[src/rtl/scan_sequencer.sv]
// Scan sequencer: steps a 3-bit decoder select through indices 0..7. Each index is held
// for a programmable dwell, masked indices are skipped, and it runs single-sweep or continuous.
module scan_sequencer #(
    parameter int DWELL_W = 8
) (
    input  logic               clk,
    input  logic               reset,
    input  logic               start,
    input  logic               stop,
    input  logic               continuous,
    input  logic [DWELL_W-1:0] dwell,
    input  logic [7:0]         skip_mask,
    output logic [2:0]         sel,
    output logic               sel_en,
    output logic               busy,
    output logic               sweep_done
);

    typedef enum logic {IDLE, ACTIVE} state_t;

    typedef struct packed {
        logic       found;
        logic [2:0] idx;
    } pick_t;

    state_t             state;
    logic [DWELL_W-1:0] cnt;
    pick_t              from_zero;
    pick_t              from_next;

    // Lowest unmasked index at or above k. k is 4 bits wide, so k=8 has no successor.
    function automatic pick_t first_free(input logic [7:0] m, input logic [3:0] k);
        pick_t p;
        p = '0;
        for (int i = 7; i >= 0; i--) begin
            if (i >= int'(k) && !m[i]) begin
                p.found = 1'b1;
                p.idx   = 3'(i);
            end
        end
        return p;
    endfunction

    // NOTE: combinational outputs are fully assigned on every pass, so no latch is inferred.
    always_comb begin
        from_zero = first_free(skip_mask, 4'd0);
        from_next = first_free(skip_mask, {1'b0, sel} + 4'd1);
    end

    // NOTE: all state uses non-blocking assignments, so every register sees pre-edge values.
    always_ff @(posedge clk or posedge reset) begin
        if (reset) begin
            state      <= IDLE;
            sel        <= 3'd0;
            sel_en     <= 1'b0;
            busy       <= 1'b0;
            sweep_done <= 1'b0;
            cnt        <= '0;
        end else begin
            sweep_done <= 1'b0;
            case (state)
                IDLE: begin
                    if (start && !stop) begin
                        if (from_zero.found) begin
                            state  <= ACTIVE;
                            sel    <= from_zero.idx;
                            cnt    <= dwell;
                            sel_en <= 1'b1;
                            busy   <= 1'b1;
                        end else begin
                            sweep_done <= 1'b1;
                        end
                    end
                end
                ACTIVE: begin
                    if (stop) begin
                        state  <= IDLE;
                        sel_en <= 1'b0;
                        busy   <= 1'b0;
                    end else if (cnt != '0) begin
                        cnt <= cnt - 1'b1;
                    end else if (from_next.found) begin
                        sel <= from_next.idx;
                        cnt <= dwell;
                    end else begin
                        sweep_done <= 1'b1;
                        if (continuous && from_zero.found) begin
                            sel <= from_zero.idx;
                            cnt <= dwell;
                        end else begin
                            state  <= IDLE;
                            sel_en <= 1'b0;
                            busy   <= 1'b0;
                        end
                    end
                end
                default: state <= IDLE;
            endcase
        end
    end

endmodule
[config.mk]
export PLATFORM = sky130hd
export DESIGN_NAME = scan_sequencer
export DESIGN_NICKNAME = d
export VERILOG_FILES = /design/src/rtl/scan_sequencer.sv
export SDC_FILE = /design/constraint.sdc
export NUM_CORES = 1
export LEC_CHECK = 0
export ABC_AREA = 1
export BUFFER_PORTS_ARGS = -buffer_cell sky130_fd_sc_hd__clkbuf_2
export CORE_MARGIN = 2
export CORE_UTILIZATION = 48
export CTS_CLUSTER_DIAMETER = 80
export DETAILED_ROUTE_END_ITERATION = 6
export PLACE_DENSITY = 0.8
export SLEW_MARGIN = 20
export SYNTH_ARGS = -nofsm -noshare
export SYNTH_HDL_FRONTEND = slang
export SYNTH_SLANG_ARGS = --single-unit
[constraint.sdc]
create_clock -name clk -period 1.7 [get_ports clk]
set_input_delay 0.17 -clock clk [delete_from_list [all_inputs] [get_ports clk]]
set_output_delay 0.17 -clock clk [all_outputs]
set_load 0.03 [all_outputs]
==> metrics, run 1 <==
DIE HEIGHT=54.39 um; P_leak=0.9628 nW; Reg-to-Reg Start=sel[0]; Hold WC Path Type=in2reg; Final Instance Area=1779 um2; CTS sink count=14; post-synthesis simple-gate area fraction=39.63%; Post-Syn Area=1219 um2; via count=1427; Final Slew Violations=0; TritonCTS Buffers=3; ANT cells=0; layout cells sized above 1=41.06%; num ports=27; I/O Buffers=26; PD cells=1550 nW/um2; M1 GR Usage=28.18%; hold path startpoint=dwell[1]; initial antenna violation count=0; Critical Path RT=1.87 ns; post-synthesis mux area share=2.772%; Core Footprint=2432 um2; area of the multi-input gates=894.6 um2; largest family of logic cells by synthesized area=simple AND/OR/NAND/NOR gates; Compound-Gate Fraction of Synth Area=9.343%; max_cap viols=0; Pre-Repair DR Iteration Count=4; total global routing track utilization=23.88%; VDD IR max=1.022 mV; Gate Count Post-Synth=194; Clock Latency Late Sink=0.29 ns; total power=0.002757 W; DPL Wire Length=2194 um; Placed Area=1559 um2; Critical Path End Type=flop; CP Class=reg2reg; CTS Buffer Depth=2; largest net degree at the start of global routing=15; maximum fanout along the worst path=6; hold endpoint=cnt[1]; Seq. cell area=352.8 um2; wire per inst=12.04 um; first-pass GRT wire length=5106 um; # fillers=182; Distinct cells, synth=28; Die Span X=54.39 um; post-route minimum period=1.859 ns; RSZ-0062 raised after global routing=yes; Nets=272; worst reg2reg setup slack=-0.16 ns; Yosys reg bits=14; die area=2958 um2; Row Count=18; Synth Net Count=219; Syn. warnings=0; Routed Wire Length=3323 um; initial core utilization=50.10%; Slew @ Worst Pin=0.5159 ns; Iteration-0 DRC Markers=39; vias in the first global route=1241; Worst Slack Setup Final=-0.1588 ns; startpoint types=flop; Final ANT Viol Nets=0; Synth Area in XOR/XNOR=4.312%; hold path depth=5; Avg Vias per Cell=5.170; clock slew seen by the registers of the worst setup and hold paths=0.09 ns; Root Buffer=clkbuf_4; TritonCTS clock tree=built; grt met3 use=3.005%; Avg Synthesized Cell Area=6.282 um2; crit path DAT=2.03 ns; final hold violation count=0; area grow syn2layout=46.00%; DRC viols=0; max_slew headroom=65.57%; Final setup viols=13; grt peak-use layer=met2; violated checks=setup timing; fmax=0.5380 GHz; crit share post-route=109.3%; Setup Skew=0.008729 ns; outcome=complete, but fails checks; RR Endpoint=sel[2]; routing usage on met2=42.97%; gpl congestion=0.7983; register area share after synthesis=28.75%; H-tree Lvls=1; post-synthesis adder-cell area fraction=4.107%; Reg2Reg Depth=9; grt total ovfl=0
-- synthesized netlist by cell type (all sizes together) --
cell type | instances | area [um2]
a21oi | 3 | 18.77
a31oi | 1 | 6.260
buf | 1 | 7.510
clkbuf | 1 | 3.750
clkinv | 1 | 3.750
dfrtp | 14 | 350.3
ha | 4 | 50.05
inv | 32 | 120.1
mux2 | 3 | 33.78
nand2 | 78 | 300.3
nand3 | 9 | 55.05
nand3b | 1 | 7.510
nand4 | 6 | 37.54
nor2 | 18 | 77.58
nor3 | 1 | 5.000
o211ai | 2 | 15.01
o21a | 1 | 7.510
o21ai | 11 | 55.05
o21bai | 1 | 11.26
xnor2 | 3 | 26.28
xor2 | 3 | 26.28
-- repair_timing --
| action | CTS | global route |
|---|---|---|
| endpoints found under the setup margin | 11 | 14 |
| buffers inserted | 4 | 1 |
| gates resized for setup | 16 | 22 |
| hold buffers | 1 | 0 |
| hold endpoints to repair | 14 | 0 |
| pin swaps | 15 | 17 |
-- cell usage in the layout, fill, tap and decap left out, types with 2 or more instances in the layout --
cell | netlist | routed
inv_2 | 3 | 7
nor2_1 | 16 | 14
nand2_4 | 0 | 4
xor2_1 | 3 | 3
ha_4 | 0 | 3
nand3_1 | 7 | 4
nand2_2 | 3 | 15
mux2_2 | 3 | 3
clkbuf_2 | 0 | 26
nand2_1 | 75 | 59
buf_4 | 1 | 22
inv_1 | 29 | 24
dfrtp_1 | 14 | 12
a21oi_1 | 2 | 2
o21ai_0 | 9 | 8
xnor2_1 | 3 | 3
nand4_1 | 6 | 6
nand3_2 | 2 | 2
dfrtp_2 | 0 | 2
o211ai_1 | 2 | 2
o21ai_1 | 2 | 2
nand3_4 | 0 | 3
nor2_4 | 1 | 3
clkbuf_4 | 0 | 3
-- cells by family after synthesis --
| group | Yosys count |
|---|---|
| XOR/XNOR | 6 |
| AND/OR/NAND/NOR | 113 |
| AO/OA/AOI/OAI | 19 |
| multiplexers | 3 |
| buffers and inverters | 35 |
| adder cells (fa/ha/maj) | 4 |
| flip-flops | 14 |
-- layout make-up --
type,count,area share [%]
Multi-Input combinational cell,145,50.28
Sequential cell,14,19.83
Timing Repair Buffer,50,18.28
Inverter,33,7.454
Tap cell,30,2.110
Clock buffer,4,2.039
-- metal layers --
layer / vias up / routed length (um)
met5: - / 0
met4: 0 / 112
met3: 13 / 163
met2: 56 / 1654
met1: 649 / 1393
li1: 709 / -
-- how the worst max path moves through the flow --
stage	start	end	slack (ns)	cells after the start
global route	sel[0]	sel[0]	-0.28	16
floorplan	sel[1]	cnt[7]	-0.02	12
finish	sel[0]	sel[2]	-0.16	9
global placement	sel[1]	cnt[4]	-0.05	12
detailed placement	sel[0]	sel[2]	-0.08	11
CTS	sel[1]	cnt[3]	-0.07	12
-- report_power, final --
group	internal (W)	switching, W	total, W
Clock	0.000130	0.000110	0.000241
Sequential	0.000475	0.000159	0.000633
Combinational	0.000834	0.00105	0.00188
Total	0.00144	0.00132	0.00276
-- critical path, cell delays in order (launching register included) --
cell and delay [ns]:
dfrtp_2 0.48, ha_4 0.20, o211ai_1 0.33, nand2_2 0.11
nor2_4 0.15, nand2_4 0.08, o21bai_2 0.12, nand2_2 0.12
nand2_2 0.09, nand2_1 0.07
-- per-stage QoR --
step           std cells  hold WS [ns]  setup TNS [ns]  setup WS [ns]  util (%)
6_report             276        0.1876          -1.740        -0.1588     73.15
3_5_place_dp         266        0.2156         -0.7862       -0.07902     64.09
5_1_grt              276        0.2062          -2.960        -0.2750     73.15
4_1_cts              275        0.1797         -0.7057       -0.07277     69.44
3_3_place_gp         266        0.2115         -0.4381       -0.05136     64.09
2_1_floorplan        194       0.05908         -0.1864       -0.02249         -
-- state kept, by name (all words and copies together) (netlist names) --
signal      count
cnt             8
sel             3
busy            1
state           1
sweep_done      1
Note: power is estimated with default switching activity, not from simulation.
==> inputs of run 2 (changes only) <==
--- a/config.mk
+++ b/config.mk
@@ -5,13 +5,12 @@
 export SDC_FILE = /design/constraint.sdc
 export NUM_CORES = 1
 export LEC_CHECK = 0
-export ABC_AREA = 1
 export BUFFER_PORTS_ARGS = -buffer_cell sky130_fd_sc_hd__clkbuf_2
 export CORE_MARGIN = 2
-export CORE_UTILIZATION = 48
+export CORE_UTILIZATION = 49
 export CTS_CLUSTER_DIAMETER = 80
 export DETAILED_ROUTE_END_ITERATION = 6
-export PLACE_DENSITY = 0.8
+export PLACE_DENSITY = 0.81
 export SLEW_MARGIN = 20
 export SYNTH_ARGS = -nofsm -noshare
 export SYNTH_HDL_FRONTEND = slang
==> run 2 against run 1 <==
The run still ends with setup timing left. Register-to-register slack worse by 0.40 ns. Via count up 4.8%. Combinational power down 21%. Area after synthesis up 2.8%. Die area up 0.63%. Global-route usage up 7.1 points. Largest cell class unchanged.
==> metrics, run 2 <==
Iteration-0 DRC Markers=55 (+41%); PD cells=1147 nW/um2 (-26%); DIE HEIGHT=54.56 um (+0.31%); setup_tns=-5.565 ns (-3.826 ns); Die Span X=54.56 um (+0.31%); CTS sink count=14 (unchanged); initial antenna violation count=0 (unchanged); Root Buffer=clkbuf_4; max reg flops=8 (unchanged); Synth Net Count=172 (-21%); max_cap viols=0 (unchanged); hold endpoint=sweep_done; Final setup viols=14 (+1); Row Count=18 (unchanged); hold path startpoint=stop; Gate Count Post-Synth=147 (-24%); Core Footprint=2455 um2 (+0.93%); area grow syn2layout=56.34%; Setup Skew=0.001041 ns (-0.007688 ns); clock slew seen by the registers of the worst setup and hold paths=0.08 ns (about the same); Internal=0.001298 W (-9.9%); largest cells by area after synthesis=dfrtp_1 28%, a21oi_1 6.8%, o21ai_0 4.8%; Avg Synthesized Cell Area=8.520 um2 (+36%); WHS=0.1155 ns (-0.07204 ns); num ports=27 (unchanged); commonest non-fill, non-tap cell in the layout=buf_4; DPL Wire Length=2960 um (+35%); Final Slew Violations=0 (unchanged); violated checks=setup timing; H-tree Lvls=1 (unchanged); via count=1496 (+4.8%); most numerous cell in the Yosys netlist=a21oi_1; CP Class=reg2reg; maximum fanout along the worst path=4 (-2); biggest regs=cnt (8), sel (3); post-route minimum period=2.257 ns (+0.3986 ns); Worst Slack Setup Final=-0.5574 ns (-0.3986 ns); vias in the first global route=1411 (+14%); initial core utilization=51.02% (+0.92 points); Nets=243 (-11%); register share of total power=23.3% (+0.3 points); crit share post-route=132.8% (+23 points); Yosys top cell area share=27.97% (-0.78 points); Distinct cells, synth=51 (+82%); outcome=complete, but fails checks; TritonCTS clock tree=built; Routed Wire Length=4230 um (+27%); Hold WC Path Type=in2reg; startpoint types=flop; max_slew headroom=62.56% (-3.0 points); P_leak=0.8815 nW (-8.4%); Slew @ Worst Pin=0.5610 ns (+0.04510 ns); Non-Filler Instances=247 (-11%); Yosys reg bits=14 (unchanged); CTS Buffer Depth=2 (unchanged); Psw=0.0009486 W (-28%); wire per inst=17.13 um (+42%); final hold violation count=0 (unchanged); Critical Path End Type=flop; Final ANT Viol Nets=0 (unchanged); I/O Buffers=26 (unchanged); asr flop ratio synth=100.0% (unchanged); Switching Share=42.23% (-5.6 points); Clock Latency Late Sink=0.29 ns (about the same); Reg2Reg Depth=8 (-1); total global routing track utilization=30.94% (+7.1 points); dpl cells=237 (-11%); largest net degree at the start of global routing=15 (unchanged); layout cells sized above 1=54.84% (+14 points); Post-Syn Area=1252 um2 (+2.8%); Post-synth top flop=dfrtp_1; Syn. warnings=0 (unchanged); EDFF count, synth=0 (unchanged); largest area contributor in the netlist=dfrtp_1; Comb pwr share=65.7% (-2.6 points); Pre-Repair DR Iteration Count=4 (unchanged); commonest cells after routing, fill and taps aside=37 x buf_4, 26 x clkbuf_2, 12 x nor2_1, 12 x dfrtp_1, 11 x o21ai_0; grt total ovfl=0 (unchanged); Reg-to-Reg Start=sel[0]; worst reg2reg setup slack=-0.56 ns (-0.40 ns); Synth top cells by count=17 x a21oi_1, 14 x dfrtp_1, 13 x nor2_1; TritonCTS Buffers=3 (unchanged); RSZ-0062 raised after global routing=yes; Clock Power Share=10.9% (+2.2 points); Biggest register=cnt; die area=2976 um2 (+0.63%); gpl congestion=0.9577 (+20%); Avg Vias per Cell=6.057 (+17%); Critical Path RT=1.90 ns (+0.03 ns); VDD IR max=1.074 mV (+5.1%); fmax=0.4430 GHz (-18%); ANT cells=0 (unchanged); crit path DAT=2.46 ns (+0.43 ns); RR Endpoint=sel[0]; first-pass GRT wire length=6465 um (+27%); DRC viols=0 (unchanged); register area share after synthesis=27.97% (-0.78 points); hold path depth=2 (-3)
==> run 2: changes by cell type after synthesis, moves of 4 or more <==
cell / change
a21oi_1: +15
inv_1: -20
nand2_1: -71
nand2b_1: +4
==> run 2: cell families (layout without fill, tap and decap cells) <==
group / Yosys count / count (layout) / share of synthesized area (%)
flip-flops: 14 / 14 / 27.97
multiplexers: 5 / 5 / 4.595
AND/OR/NAND/NOR: 53 / 53 / 26.07
buffers and inverters: 13 / 83 / 4.995
XOR/XNOR: 1 / 1 / 0.6994
adder cells (fa/ha/maj): 4 / 4 / 3.996
AO/OA/AOI/OAI: 57 / 57 / 31.67
==> run 2: metrics by stage <==
stage	instance area [um2]	total power, W	utilization, %	setup slack [ns]
floorplan	1320	0.001206	-	-0.5127
global placement	1743	0.001665	71.00	-0.4097
detailed placement	1743	0.001723	71.00	-0.4714
CTS	1881	0.002100	76.61	-0.5000
global route	1958	0.002374	79.77	-0.6136
finish	1958	0.002246	79.77	-0.5574
==> run 2: worst max path at each step <==
stage,endpoint,start
global placement,sel[0],sel[1]
floorplan,sel[0],sel[0]
finish,sel[0],sel[0]
global route,sel[0],sel[0]
CTS,cnt[1],sel[0]
detailed placement,sel[2],sel[1]
==> run 2: what timing repair did <==
item / 4_1_cts / 5_1_grt
resized for setup: 10 / 16
setup endpoints to repair: 14 / 14
cloned: 0 / 0
hold endpoints to repair: 14 / 0
setup buffers: 5 / 0
hold buffers: 1 / 0
pin swaps: 11 / 11
==> run 2: cell type report <==
cell class	count	area, um2
inverters	10	40.04
well taps	30	37.54
repair buffers	69	483.0
fillers	153	496.7
flip-flops and latches	14	352.8
clock buffers	4	36.28
multi-input cells	120	1008
==> run 2: layer usage <==
layer	global-route usage, %	up-vias	share of wire [%]
met5	0	-	0
li1	-	707	-
met4	13.33	0	2.2
met3	6.557	12	5.6
met2	54.82	59	52
met1	35.59	718	40
==> run 2: power by group through the flow <==
stage | Sequential (W) | Combinational, W | Clock [W]
floorplan | 0.000573 | 0.000633 | 0
global placement | 0.000513 | 0.00115 | 0
detailed placement | 0.000520 | 0.00120 | 0
CTS | 0.000515 | 0.00133 | 0.000250
global route | 0.000534 | 0.00158 | 0.000263
finish | 0.000524 | 0.00148 | 0.000246
==> run 2: worst max-delay path, stage by stage, from the launching register on <==
cell and delay (ns):
dfrtp_2 0.45, inv_2 0.09, ha_4 0.21, a2bb2oi_2 0.14, o221a_4 0.24, or3_4 0.41, o21ai_2 0.14, mux2_4 0.32
mux2i_2 0.17
